<file path="config.mk">
export PLATFORM = sky130hd
export DESIGN_NAME = bf_pass_sequencer_flat
export DESIGN_NICKNAME = d
export VERILOG_FILES = /design/src/rtl/bf_pass_sequencer_pkg.sv /design/src/rtl/bf_pass_sequencer_if.sv /design/src/rtl/bf_inflight_ctr.sv /design/src/rtl/bf_pass_sequencer.sv /design/src/flat_wrapper.sv
export SDC_FILE = /design/constraint.sdc
export NUM_CORES = 1
export LEC_CHECK = 0
export ABC_CLOCK_PERIOD_IN_PS = 5250
export BUFFER_PORTS_ARGS = -buffer_cell sky130_fd_sc_hd__buf_2
export CAP_MARGIN = 20
export CORE_ASPECT_RATIO = 2
export CORE_UTILIZATION = 58
export DETAILED_ROUTE_END_ITERATION = 10
export MAX_ROUTING_LAYER = met4
export PLACE_DENSITY = 0.81
export REMOVE_ABC_BUFFERS = 1
export SYNTH_ARGS = -nofsm -noshare
export SYNTH_HDL_FRONTEND = slang
export SYNTH_SLANG_ARGS = --single-unit
</file>
<file path="constraint.sdc">
create_clock -name clock -period 5.25 [get_ports clock]
set_input_delay 1.05 -clock clock [delete_from_list [all_inputs] [get_ports clock]]
set_output_delay 1.05 -clock clock [all_outputs]
set_load 0.03 [all_outputs]
</file>
<file path="src/rtl/bf_pass_sequencer_pkg.sv">
// Bellman-Ford pass sequencer shared types.
// State encoding, default widths, distance infinity.
package bf_pass_sequencer_pkg;

  localparam int EDGE_W_DEF = 13;
  localparam int VERT_W_DEF = 13;
  localparam logic [15:0] DIST_INF = 16'hFFFF;

  typedef enum logic [2:0] {
    S_IDLE,
    S_INIT,
    S_PASS,
    S_DRAIN,
    S_CHECK,
    S_DRAIN_C,
    S_DONE,
    S_NEG
  } state_t;

  function automatic logic is_issue(state_t s);
    return (s == S_PASS) || (s == S_CHECK);
  endfunction

  function automatic logic is_busy(state_t s);
    return !(s inside {S_IDLE, S_DONE, S_NEG});
  endfunction

endpackage

</file>
<file path="src/rtl/bf_pass_sequencer_if.sv">
// Edge issue / relax result link between
// the pass sequencer and the relax datapath.
interface bf_pass_sequencer_if #(
  parameter int EDGE_W = bf_pass_sequencer_pkg::EDGE_W_DEF
);
  logic [EDGE_W-1:0] edge_idx;
  logic              edge_valid;
  logic              edge_ready;
  logic              res_valid;
  logic              res_updated;

  modport master (
    output edge_idx,
    output edge_valid,
    input  edge_ready,
    input  res_valid,
    input  res_updated
  );

  modport slave (
    input  edge_idx,
    input  edge_valid,
    output edge_ready,
    output res_valid,
    output res_updated
  );
endinterface

</file>
<file path="src/rtl/bf_inflight_ctr.sv">
// Credit counter for relax results in flight.
// Results with nothing outstanding are flagged, not counted.
module bf_inflight_ctr #(
  parameter int MAX_INFL = 4
) (
  input  logic clock,
  input  logic reset,
  input  logic inc,
  input  logic dec,
  output logic full,
  output logic zero_nx,
  output logic uflow
);
  localparam int CW = $clog2(MAX_INFL + 1);
  localparam logic [CW-1:0] MAXV = CW'(MAX_INFL);

  logic [CW-1:0] cnt;
  logic [CW-1:0] cnt_nx;
  logic          dec_ok;

  assign uflow   = dec && (cnt == '0);
  assign dec_ok  = dec && (cnt != '0);
  assign full    = (cnt >= MAXV);
  assign zero_nx = (cnt_nx == '0);

  // next count: same-cycle issue and result cancel
  always_comb begin
    cnt_nx = cnt;
    unique case ({inc, dec_ok})
      2'b10:   cnt_nx = cnt + 1'b1;
      2'b01:   cnt_nx = cnt - 1'b1;
      default: cnt_nx = cnt;
    endcase
  end

  // count register
  always_ff @(posedge clock or negedge reset) begin
    if (!reset) cnt <= '0;
    else        cnt <= cnt_nx;
  end
endmodule

</file>
<file path="src/rtl/bf_pass_sequencer.sv">
// Bellman-Ford iteration controller: init, relax passes,
// early exit, final negative-cycle check pass.
module bf_pass_sequencer
  import bf_pass_sequencer_pkg::*;
#(
  parameter int EDGE_W   = EDGE_W_DEF,
  parameter int VERT_W   = VERT_W_DEF,
  parameter int MAX_INFL = 4
) (
  input  logic              clock,
  input  logic              reset,
  input  logic              start,
  input  logic [VERT_W-1:0] num_vertices,
  input  logic [EDGE_W-1:0] num_edges,
  output logic              init_go,
  input  logic              init_done,
  bf_pass_sequencer_if.master eif,
  output logic [VERT_W-1:0] pass_num,
  output logic              busy,
  output logic              Finish,
  output logic              NegCycle,
  output logic              proto_err
);
  state_t            st, st_nx;
  logic [EDGE_W:0]   idx, idx_nx;
  logic [EDGE_W:0]   e_r, e_nx;
  logic [VERT_W-1:0] v_r, v_nx;
  logic [VERT_W-1:0] pn_nx;
  logic              chg, chg_nx, chg_in;
  logic              go_nx, arm, arm_nx, perr_nx;
  logic              issue, full, zero_nx, uflow;
  logic              drain;

  bf_inflight_ctr #(
    .MAX_INFL (MAX_INFL)
  ) u_ctr (
    .clock   (clock),
    .reset   (reset),
    .inc     (issue),
    .dec     (eif.res_valid),
    .full    (full),
    .zero_nx (zero_nx),
    .uflow   (uflow)
  );

  assign eif.edge_valid = is_issue(st) && (idx < e_r) && !full;
  assign eif.edge_idx   = idx[EDGE_W-1:0];
  assign issue          = eif.edge_valid && eif.edge_ready;
  assign chg_in         = eif.res_valid && eif.res_updated;
  assign drain          = (is_issue(st) && (idx == e_r))
                       || (st == S_DRAIN) || (st == S_DRAIN_C);
  assign busy           = is_busy(st);
  assign Finish         = (st == S_DONE);
  assign NegCycle       = (st == S_NEG);

  // next state, counters and flags
  always_comb begin
    st_nx   = st;
    idx_nx  = idx;
    e_nx    = e_r;
    v_nx    = v_r;
    pn_nx   = pass_num;
    chg_nx  = chg | chg_in;
    go_nx   = 1'b0;
    arm_nx  = arm;
    perr_nx = proto_err | (uflow & arm);
    unique case (st)
      S_IDLE, S_DONE, S_NEG: begin
        if (start) begin
          st_nx   = S_INIT;
          v_nx    = num_vertices;
          e_nx    = {1'b0, num_edges};
          pn_nx   = '0;
          idx_nx  = '0;
          go_nx   = 1'b1;
          arm_nx  = 1'b1;
          perr_nx = 1'b0;
        end
      end
      S_INIT: begin
        if (init_done) begin
          if ((v_r <= VERT_W'(1)) || (e_r == '0)) begin
            st_nx = S_DONE;
          end else begin
            st_nx  = S_PASS;
            pn_nx  = VERT_W'(1);
            idx_nx = '0;
            chg_nx = 1'b0;
          end
        end
      end
      S_PASS, S_DRAIN: begin
        if (issue) idx_nx = idx + 1'b1;
        if (drain) begin
          if (!zero_nx) begin
            st_nx = S_DRAIN;
          end else if (!chg_nx) begin
            st_nx = S_DONE;
          end else begin
            idx_nx = '0;
            chg_nx = 1'b0;
            if (pass_num == v_r - 1'b1) begin
              st_nx = S_CHECK;
              pn_nx = v_r;
            end else begin
              st_nx = S_PASS;
              pn_nx = pass_num + 1'b1;
            end
          end
        end
      end
      S_CHECK, S_DRAIN_C: begin
        if (issue) idx_nx = idx + 1'b1;
        if (drain) begin
          if (!zero_nx) st_nx = S_DRAIN_C;
          else if (chg_nx) st_nx = S_NEG;
          else st_nx = S_DONE;
        end
      end
      default: st_nx = S_IDLE;
    endcase
  end

  // state and datapath registers
  always_ff @(posedge clock or negedge reset) begin
    if (!reset) begin
      st        <= S_IDLE;
      idx       <= '0;
      e_r       <= '0;
      v_r       <= '0;
      pass_num  <= '0;
      chg       <= 1'b0;
      init_go   <= 1'b0;
      arm       <= 1'b0;
      proto_err <= 1'b0;
    end else begin
      st        <= st_nx;
      idx       <= idx_nx;
      e_r       <= e_nx;
      v_r       <= v_nx;
      pass_num  <= pn_nx;
      chg       <= chg_nx;
      init_go   <= go_nx;
      arm       <= arm_nx;
      proto_err <= perr_nx;
    end
  end
endmodule

</file>
<file path="src/flat_wrapper.sv">
// flat-port wrapper written by rule: the top's interface ports become plain ports
module bf_pass_sequencer_flat import bf_pass_sequencer_pkg::*;
#(
  parameter int EDGE_W   = EDGE_W_DEF,
  parameter int VERT_W   = VERT_W_DEF,
  parameter int MAX_INFL = 4
)
  (clock, reset, start, num_vertices, num_edges, init_go, init_done, pass_num, busy, Finish, NegCycle, proto_err, eif_edge_idx, eif_edge_valid, eif_edge_ready, eif_res_valid, eif_res_updated);
  bf_pass_sequencer_if #(.EDGE_W(EDGE_W)) eif_i ();
  input  logic clock;
  input  logic reset;
  input  logic start;
  input  logic [VERT_W-1:0] num_vertices;
  input  logic [EDGE_W-1:0] num_edges;
  output logic init_go;
  input  logic init_done;
  output logic [VERT_W-1:0] pass_num;
  output logic busy;
  output logic Finish;
  output logic NegCycle;
  output logic proto_err;
  output wire logic [$bits(eif_i.edge_idx)-1:0] eif_edge_idx;
  output wire logic [$bits(eif_i.edge_valid)-1:0] eif_edge_valid;
  input wire logic [$bits(eif_i.edge_ready)-1:0] eif_edge_ready;
  input wire logic [$bits(eif_i.res_valid)-1:0] eif_res_valid;
  input wire logic [$bits(eif_i.res_updated)-1:0] eif_res_updated;
  assign eif_edge_idx = eif_i.edge_idx;
  assign eif_edge_valid = eif_i.edge_valid;
  assign eif_i.edge_ready = eif_edge_ready;
  assign eif_i.res_valid = eif_res_valid;
  assign eif_i.res_updated = eif_res_updated;
  bf_pass_sequencer #(.EDGE_W(EDGE_W), .VERT_W(VERT_W), .MAX_INFL(MAX_INFL)) u_core (.clock(clock), .reset(reset), .start(start), .num_vertices(num_vertices), .num_edges(num_edges), .init_go(init_go), .init_done(init_done), .eif(eif_i), .pass_num(pass_num), .busy(busy), .Finish(Finish), .NegCycle(NegCycle), .proto_err(proto_err));
endmodule
</file>
## Yosys cells after proc, flatten, opt, wreduce, memory -nomap -nowiden

Index checks and enable logic that the tools add are counted.

| storage, ports and cells | value |
|---|---|
| memories | 0 |
| RAM bits | 0 |
| logic and storage cells | 103 |
| bits in latches | 0 |
| ROM bits | 0 |
| output and inout bits | 32 |
| bits of input ports | 33 |
| register bits | 63 |

| cells by class | value |
|---|---|
| eq/ne operators | 18 |
| bitwise gates (word level) | 3 |
| $add $sub $neg | 5 |
| shift operators | 0 |
| reductions and logical operators | 27 |
| div/mod/pow operators | 0 |
| muxes and demuxes | 37 |
| order comparisons | 3 |
| multipliers | 0 |

Operators with widths:

| kind | count |
|---|---|
| $mux W14 | 7 |
| $mux W13 | 7 |
| $pmux W14 S4 | 1 |
| $pmux W13 S3 | 1 |
| $mux W3 | 9 |
| $add A14 B1 Y14 const B | 1 |
| $eq A14 B13 Y1 | 1 |
| $logic_not A14 Y1 | 1 |
| $lt A14 B13 Y1 | 1 |
| $add A13 B1 Y13 const B | 1 |
| $eq A13 B13 Y1 | 1 |
| $le A13 B1 Y1 const B | 1 |
| $sub A13 B1 Y13 const B | 1 |
| $eq A3 B3 Y1 const B | 4 |
| $pmux W3 S4 | 1 |
| $logic_not A3 Y1 | 3 |
| $mux W1 | 9 |
| $reduce_bool A3 Y1 | 3 |
| $ne A2 B1 Y1 const B | 4 |
| $logic_and A1 B1 Y1 | 7 |
| $reduce_and A7 Y1 | 1 |
| $eq A3 B2 Y1 const B | 2 |
| $ne A2 B2 Y1 const B | 3 |
| $pmux W3 S2 | 1 |
| 16 further kinds | 22 |

## Logic depth before layout (Yosys ltp)

| depth | value |
|---|---|
| depth in word-level cells | 11 |
| gate-level depth with buffers | 19 |
| mapped depth without buffers | 18 |

## By module

A second synthesis with hierarchy kept.

| unflattened totals | value |
|---|---|
| cells, all modules | 437 |
| area, all modules | 4122.7 um^2 |

By module, submodules not included:

| module | seq. area each (um^2) | cells each | area each (um^2) | instances |
|---|---|---|---|---|
| bf_pass_sequencer | 1501.4 | 417 | 3920.0 | 1 |
| bf_inflight_ctr | 75.1 | 20 | 202.7 | 1 |

## Least setup slack after synthesis

Ideal clock, no wire load.

| timing path | value |
|---|---|
| path kind | register to register |
| start point | reg u_core.st[0] |
| end point | reg u_core.pass_num[5] |
| path buffers | 2 |
| data arrival time | 3.930 ns |
| slack | 1.192 ns |
| stages on the path, launching flop included | 18 |
| library setup time | 0.128 ns |
| clock period less this slack | 4.058 ns |
| cell sequence | dfrtp_1 clkbuf_1 or4_1 a221oi_1 o21ai_1 nor3b_1 inv_1 ha_1 inv_1 fa_1 nand3b_1 a2bb2oi_1 o31ai_2 o211ai_1 clkbuf_1 nor4_1 o21bai_1 nand3_1 |

| on the way | value |
|---|---|
| word-level cells in the longest chain between the ends | 10 |

Ends and longest elaborated chain:

| what | RTL line | text |
|---|---|---|
| from (decl) | bf_pass_sequencer.sv:24 | `state_t st, st_nx;` |
| from (signal assigned) | bf_pass_sequencer.sv:137 | `st <= st_nx;` |
| $eq A3 B2 Y1 or $eq A3 B3 Y1 (tied branches) | bf_pass_sequencer_pkg.sv:21, bf_pass_sequencer.sv:67 |  |
| $logic_or A1 B1 Y1 | bf_pass_sequencer_pkg.sv:21 | `return (s == S_PASS) \|\| (s == S_CHECK);` |
| $logic_and A1 B1 Y1 (2 in series) | bf_pass_sequencer.sv:46 | `assign eif.edge_valid = is_issue(st) && (idx < e_r) && !full;` |
| $logic_and A1 B1 Y1 | bf_pass_sequencer.sv:48 | `assign issue = eif.edge_valid && eif.edge_ready;` |
| $eq A2 B1 Y1 or $eq A2 B2 Y1 (tied branches) | bf_inflight_ctr.sv:29 | `unique case ({inc, dec_ok})` |
| $pmux W3 S2 | bf_inflight_ctr.sv:29 |  |
| $logic_not A3 Y1 | bf_inflight_ctr.sv:24 | `assign zero_nx = (cnt_nx == '0);` |
| $ne A2 B1 Y1 (no source line) | -- |  |
| $reduce_and A7 Y1 (no source line) | -- |  |
| to (signal assigned) | bf_pass_sequencer.sv:141 | `pass_num <= pn_nx;` |
| to (decl) | bf_pass_sequencer.sv:18 | `output logic [VERT_W-1:0] pass_num,` |

Parallel ways exist; a longest one is shown, timed or not.
A chain may end at the register's enable or synchronous reset.

## Final worst setup path

| timing path | value |
|---|---|
| start point | reg u_core.idx[3] |
| end point | reg u_core.pass_num[12] |

| on the way | value |
|---|---|
| word-level cells in the longest chain between the ends | 9 |

Ends and longest elaborated chain:

| what | RTL line | text |
|---|---|---|
| from (decl) | bf_pass_sequencer.sv:25 | `logic [EDGE_W:0] idx, idx_nx;` |
| from (signal assigned) | bf_pass_sequencer.sv:138 | `idx <= idx_nx;` |
| $lt A14 B13 Y1 | bf_pass_sequencer.sv:46 |  |
| $logic_and A1 B1 Y1 (2 in series) | bf_pass_sequencer.sv:46 |  |
| $logic_and A1 B1 Y1 | bf_pass_sequencer.sv:48 |  |
| $eq A2 B1 Y1 or $eq A2 B2 Y1 (tied branches) | bf_inflight_ctr.sv:29 |  |
| $pmux W3 S2 | bf_inflight_ctr.sv:29 |  |
| $logic_not A3 Y1 | bf_inflight_ctr.sv:24 |  |
| $ne A2 B1 Y1 (no source line) | -- |  |
| $reduce_and A7 Y1 (no source line) (*) | -- |  |

Every way passes the cells marked *; elsewhere a longest branch is shown, timed or not.

==> summary.txt <==
Chip width = 63.0 um
Max Clock Freq = 222 MHz
EDFF count, synth = 0
PwrDens = 552 nW/um^2
Tmin final = 4.51 ns
Root buffer cell = clkbuf_16
Post-Syn Instances = 513
Post-cts resize count = 0
Leak Pwr = 2.28 nW
FF-to-FF End = u_core.pass_num[12]
Combinational share of power = 0.468
Layout cells sized above 1 = 0.191
Clk sinks = 63
Antenna-violating nets left = 0
Maximum vdd drop = 0.000411 V
Crit-path max FO = 9
RSZ-0062 raised after global routing = no
Register area share after synthesis = 0.365
Syn avg cell area = 8.43 sq um
Clk buf depth = 2
Crit path largest cell delay = 0.55 ns
DIE AREA = 7820 sq um
Critical Path RT = 5.52 ns
Ys flop type = dfrtp_1
Initial antenna violation count = 0
Layout area overhead = 12.4%
Hold Path End = u_core.arm
Multi-input logic area = 2390 sq um
R2R cell count = 19
Antenna diode count = 0
Period Utilization, post-route = 0.859
CORE AREA = 7210 sq um
Post-DP HPWL = 8150 um
Worst Tran Pin Value = 0.834 ns
Num ports = 65
Worst setup SP type = flip-flop
First-pass GRT wire length = 18,300 um
Starting DRC count in detailed routing = 276
Clock-pin slew on the worst setup and hold paths = 0.06 ns
Rows = 44
Fillers = 629
TNS Setup = 0 ns
Crit Path Category = reg -> reg
Internal power = 1.43 mW
Psw = 1.26 mW
Count of final setup violators = 0
Cell variety after synth = 60
# Post-CTS Setup Buffers = 0
DRC violations left = 0
Seq pwr share = 0.321
Post-route cell area = 4860 sq um
Worst Hold Path Cells = 1
Status = complete, no violations
Skew final = 0.00668 ns
Total grt overflow = 0
Worst skew pair latency = 0.34 ns
Synthesized area = 4320 sq um
Vias in the first global route = 3,912
Vias per cell = 6.20
Max_cap viols = 0
CP Cell Sequence = ha_1 -> a21o_1 -> a21oi_1 -> nor2b_1 -> o31a_1 -> nor3b_1 -> buf_4 -> inv_1 -> ha_1 -> inv_1 -> fa_1 -> xnor3_1 -> a2bb2oi_1 -> buf_4 -> o31ai_2 -> o211ai_1 -> or4_1 -> a21oi_1 -> a221o_1
Worst EP arrival = 4.78 ns
DRT Pass-1 Iters = 5
Clock buffer count from CTS = 9
Largest net degree at the start of global routing = 64
Starting Density = 0.599
Sequential cell area = 1580 sq um
#FFs+latches synth = 63
HP Class = reg -> reg
Slew HR = 0.444
Critical-path top delay cell = or4_1
Yosys warns = 0
Net Sw Frac = 0.468
Post-DP Area = 4580 sq um
Htree depth = 3
Synth async-reset ratio = 1.00
Via Count = 4,046
Die extent in y = 124 um
Port Buf Inserts = 64
Total GRT Usage = 0.317
Final WL = 11,300 um
Final hold violations = 0
Nets@finish = 608
TritonCTS clock tree = yes
Flop-to-flop setup slack = 0.74 ns
# hold bufs at CTS = 0
HP Start = u_core.arm
GP Congestion = 0.902
R2r startpoint = u_core.idx[3]
Slew Viols, Final = 0
Average wire per standard cell = 17.4 um
CP Capture Type = flip-flop
Clock power frac = 0.211
[through the flow]
step | hold slack (ns) | power (mW) | std cells | utilization | setup slack, ns
2_1_floorplan | 0.436 | 1.68 | 471 | - | 0.474
3_3_place_gp | 0.461 | 2.05 | 637 | 0.634 | 0.966
3_5_place_dp | 0.458 | 2.10 | 637 | 0.634 | 0.761
4_1_cts | 0.479 | 2.68 | 653 | 0.674 | 0.730
5_1_grt | 0.499 | 2.86 | 653 | 0.674 | 0.394
6_report | 0.479 | 2.68 | 653 | 0.674 | 0.743
[how the worst max path moves through the flow]
stage	startpoint	endpoint	slack, ns	cells after the start
floorplan	u_core.idx[12]	u_core.pass_num[10]	0.47	16
global placement	u_core.idx[3]	u_core.pass_num[11]	0.97	19
detailed placement	u_core.idx[3]	u_core.pass_num[11]	0.76	19
CTS	u_core.idx[3]	u_core.pass_num[12]	0.73	19
global route	u_core.idx[3]	u_core.pass_num[12]	0.39	19
finish	u_core.idx[3]	u_core.pass_num[12]	0.74	19
[cell families (layout without fill, tap and decap cells)]
logic type               after synthesis  count (layout)  synth area share
AO/OA/AOI/OAI                         92              92             0.151
XOR/XNOR                              28              28            0.0599
AND/OR/NAND/NOR                      240             240             0.280
multiplexers                           2               2           0.00463
flip-flops                            63              63             0.365
buffers and inverters                 69             117            0.0831
adder cells (fa/ha/maj)               19              19            0.0567
[layer usage]
| layer | share of wire | wire length (um) | track usage | vias to the layer above |
|---|---|---|---|---|
| li1 | - | - | - | 1894 |
| met2 | 0.54 | 6100 | 0.560 | 148 |
| met3 | 0.041 | 468 | 0.0522 | 52 |
| met5 | 0 | 0 | - | - |
| met4 | 0.060 | 677 | 0.225 | 0 |
| met1 | 0.36 | 4100 | 0.313 | 1952 |
[cells in the mapped netlist (3+ instances only)]
| library cell | count | share of area |
|---|---|---|
| nand2_1 | 85 | 0.074 |
| dfrtp_1 | 63 | 0.36 |
| nor2_1 | 35 | 0.030 |
| inv_1 | 26 | 0.023 |
| o21ai_0 | 22 | 0.025 |
| nand3_1 | 21 | 0.024 |
| xnor2_1 | 19 | 0.038 |
| clkbuf_1 | 18 | 0.016 |
| ha_1 | 18 | 0.052 |
| nor4_1 | 18 | 0.026 |
| a21oi_1 | 16 | 0.019 |
| buf_4 | 16 | 0.028 |
| nand4_1 | 16 | 0.023 |
| and3_1 | 13 | 0.019 |
| nor3_1 | 9 | 0.010 |
| xor2_1 | 8 | 0.016 |
| nand2b_1 | 7 | 0.010 |
| o21bai_1 | 7 | 0.012 |
| or2_2 | 7 | 0.010 |
| a21o_1 | 6 | 0.010 |
| buf_6 | 5 | 0.013 |
| nor2b_1 | 5 | 0.0072 |
| or4_1 | 5 | 0.0087 |
| a211oi_1 | 4 | 0.0069 |
| a221o_1 | 4 | 0.0093 |
| a31oi_1 | 4 | 0.0058 |
| nor3b_1 | 4 | 0.0069 |
| or3_1 | 4 | 0.0058 |
| a22oi_1 | 3 | 0.0052 |
| nand3b_1 | 3 | 0.0052 |
| nand4b_1 | 3 | 0.0061 |
| o211ai_1 | 3 | 0.0052 |
[power groups by stage]
stage | registers, mW | logic, mW | clock network, mW
2_1_floorplan | 0.832 | 0.848 | 0
3_3_place_gp | 0.855 | 1.19 | 0
3_5_place_dp | 0.860 | 1.24 | 0
4_1_cts | 0.855 | 1.25 | 0.576
5_1_grt | 0.882 | 1.39 | 0.592
6_report | 0.861 | 1.26 | 0.568
[layout by cell type, fill, tap and decap left out, drive strengths merged, types with 3 or more instances in the layout]
master | synthesis | layout
buf | 24 | 74
and3 | 13 | 13
xor2 | 8 | 8
a21oi | 17 | 17
nand3b | 3 | 3
o211ai | 3 | 3
clkinvlp | 0 | 5
nand2b | 7 | 7
nor3 | 9 | 9
a21o | 6 | 6
or2 | 8 | 8
nor4 | 19 | 19
a31oi | 4 | 4
clkbuf | 18 | 10
a221o | 4 | 4
or4 | 5 | 5
nand3 | 21 | 21
a211oi | 4 | 4
nor3b | 4 | 4
ha | 18 | 18
inv | 27 | 27
or3 | 4 | 4
nor2 | 35 | 35
o21bai | 7 | 7
nor2b | 5 | 5
xnor2 | 19 | 19
a22oi | 3 | 3
nand4 | 16 | 16
o21ai | 24 | 24
nand4b | 3 | 3
dfrtp | 63 | 63
o31ai | 3 | 3
nand2 | 85 | 85
[registers in the layout, indices dropped and copies added (netlist names)]
signal and count:
u_core.init_go 1, u_core.e_r 13, u_core.chg 1, u_core.u_ctr.cnt 3, u_core.idx 14, u_core.pass_num 13, u_core.proto_err 1, u_core.v_r 13
u_core.arm 1, u_core.st 3
[layout make-up]
| class | count | area share |
|---|---|---|
| Clock buffer | 10 | 0.0492 |
| Clock inverter | 6 | 0.00952 |
| Sequential cell | 63 | 0.324 |
| Tap cell | 92 | 0.0237 |
| Inverter | 27 | 0.0208 |
| Timing Repair Buffer | 74 | 0.0813 |
| Multi-Input combinational cell | 381 | 0.491 |
[worst max-delay path: cells and delay by family, from the launching register on]
| kind | cells | cell delay, ns |
|---|---|---|
| AND/OR/NAND/NOR | 3 | 0.85 |
| XOR/XNOR | 1 | 0.22 |
| AO/OA/AOI/OAI | 8 | 1.72 |
| adder cells (fa/ha/maj) | 3 | 0.75 |
| flip-flops | 1 | 0.44 |
| buffers and inverters | 4 | 0.46 |
Power figures use the tool's default switching activity.
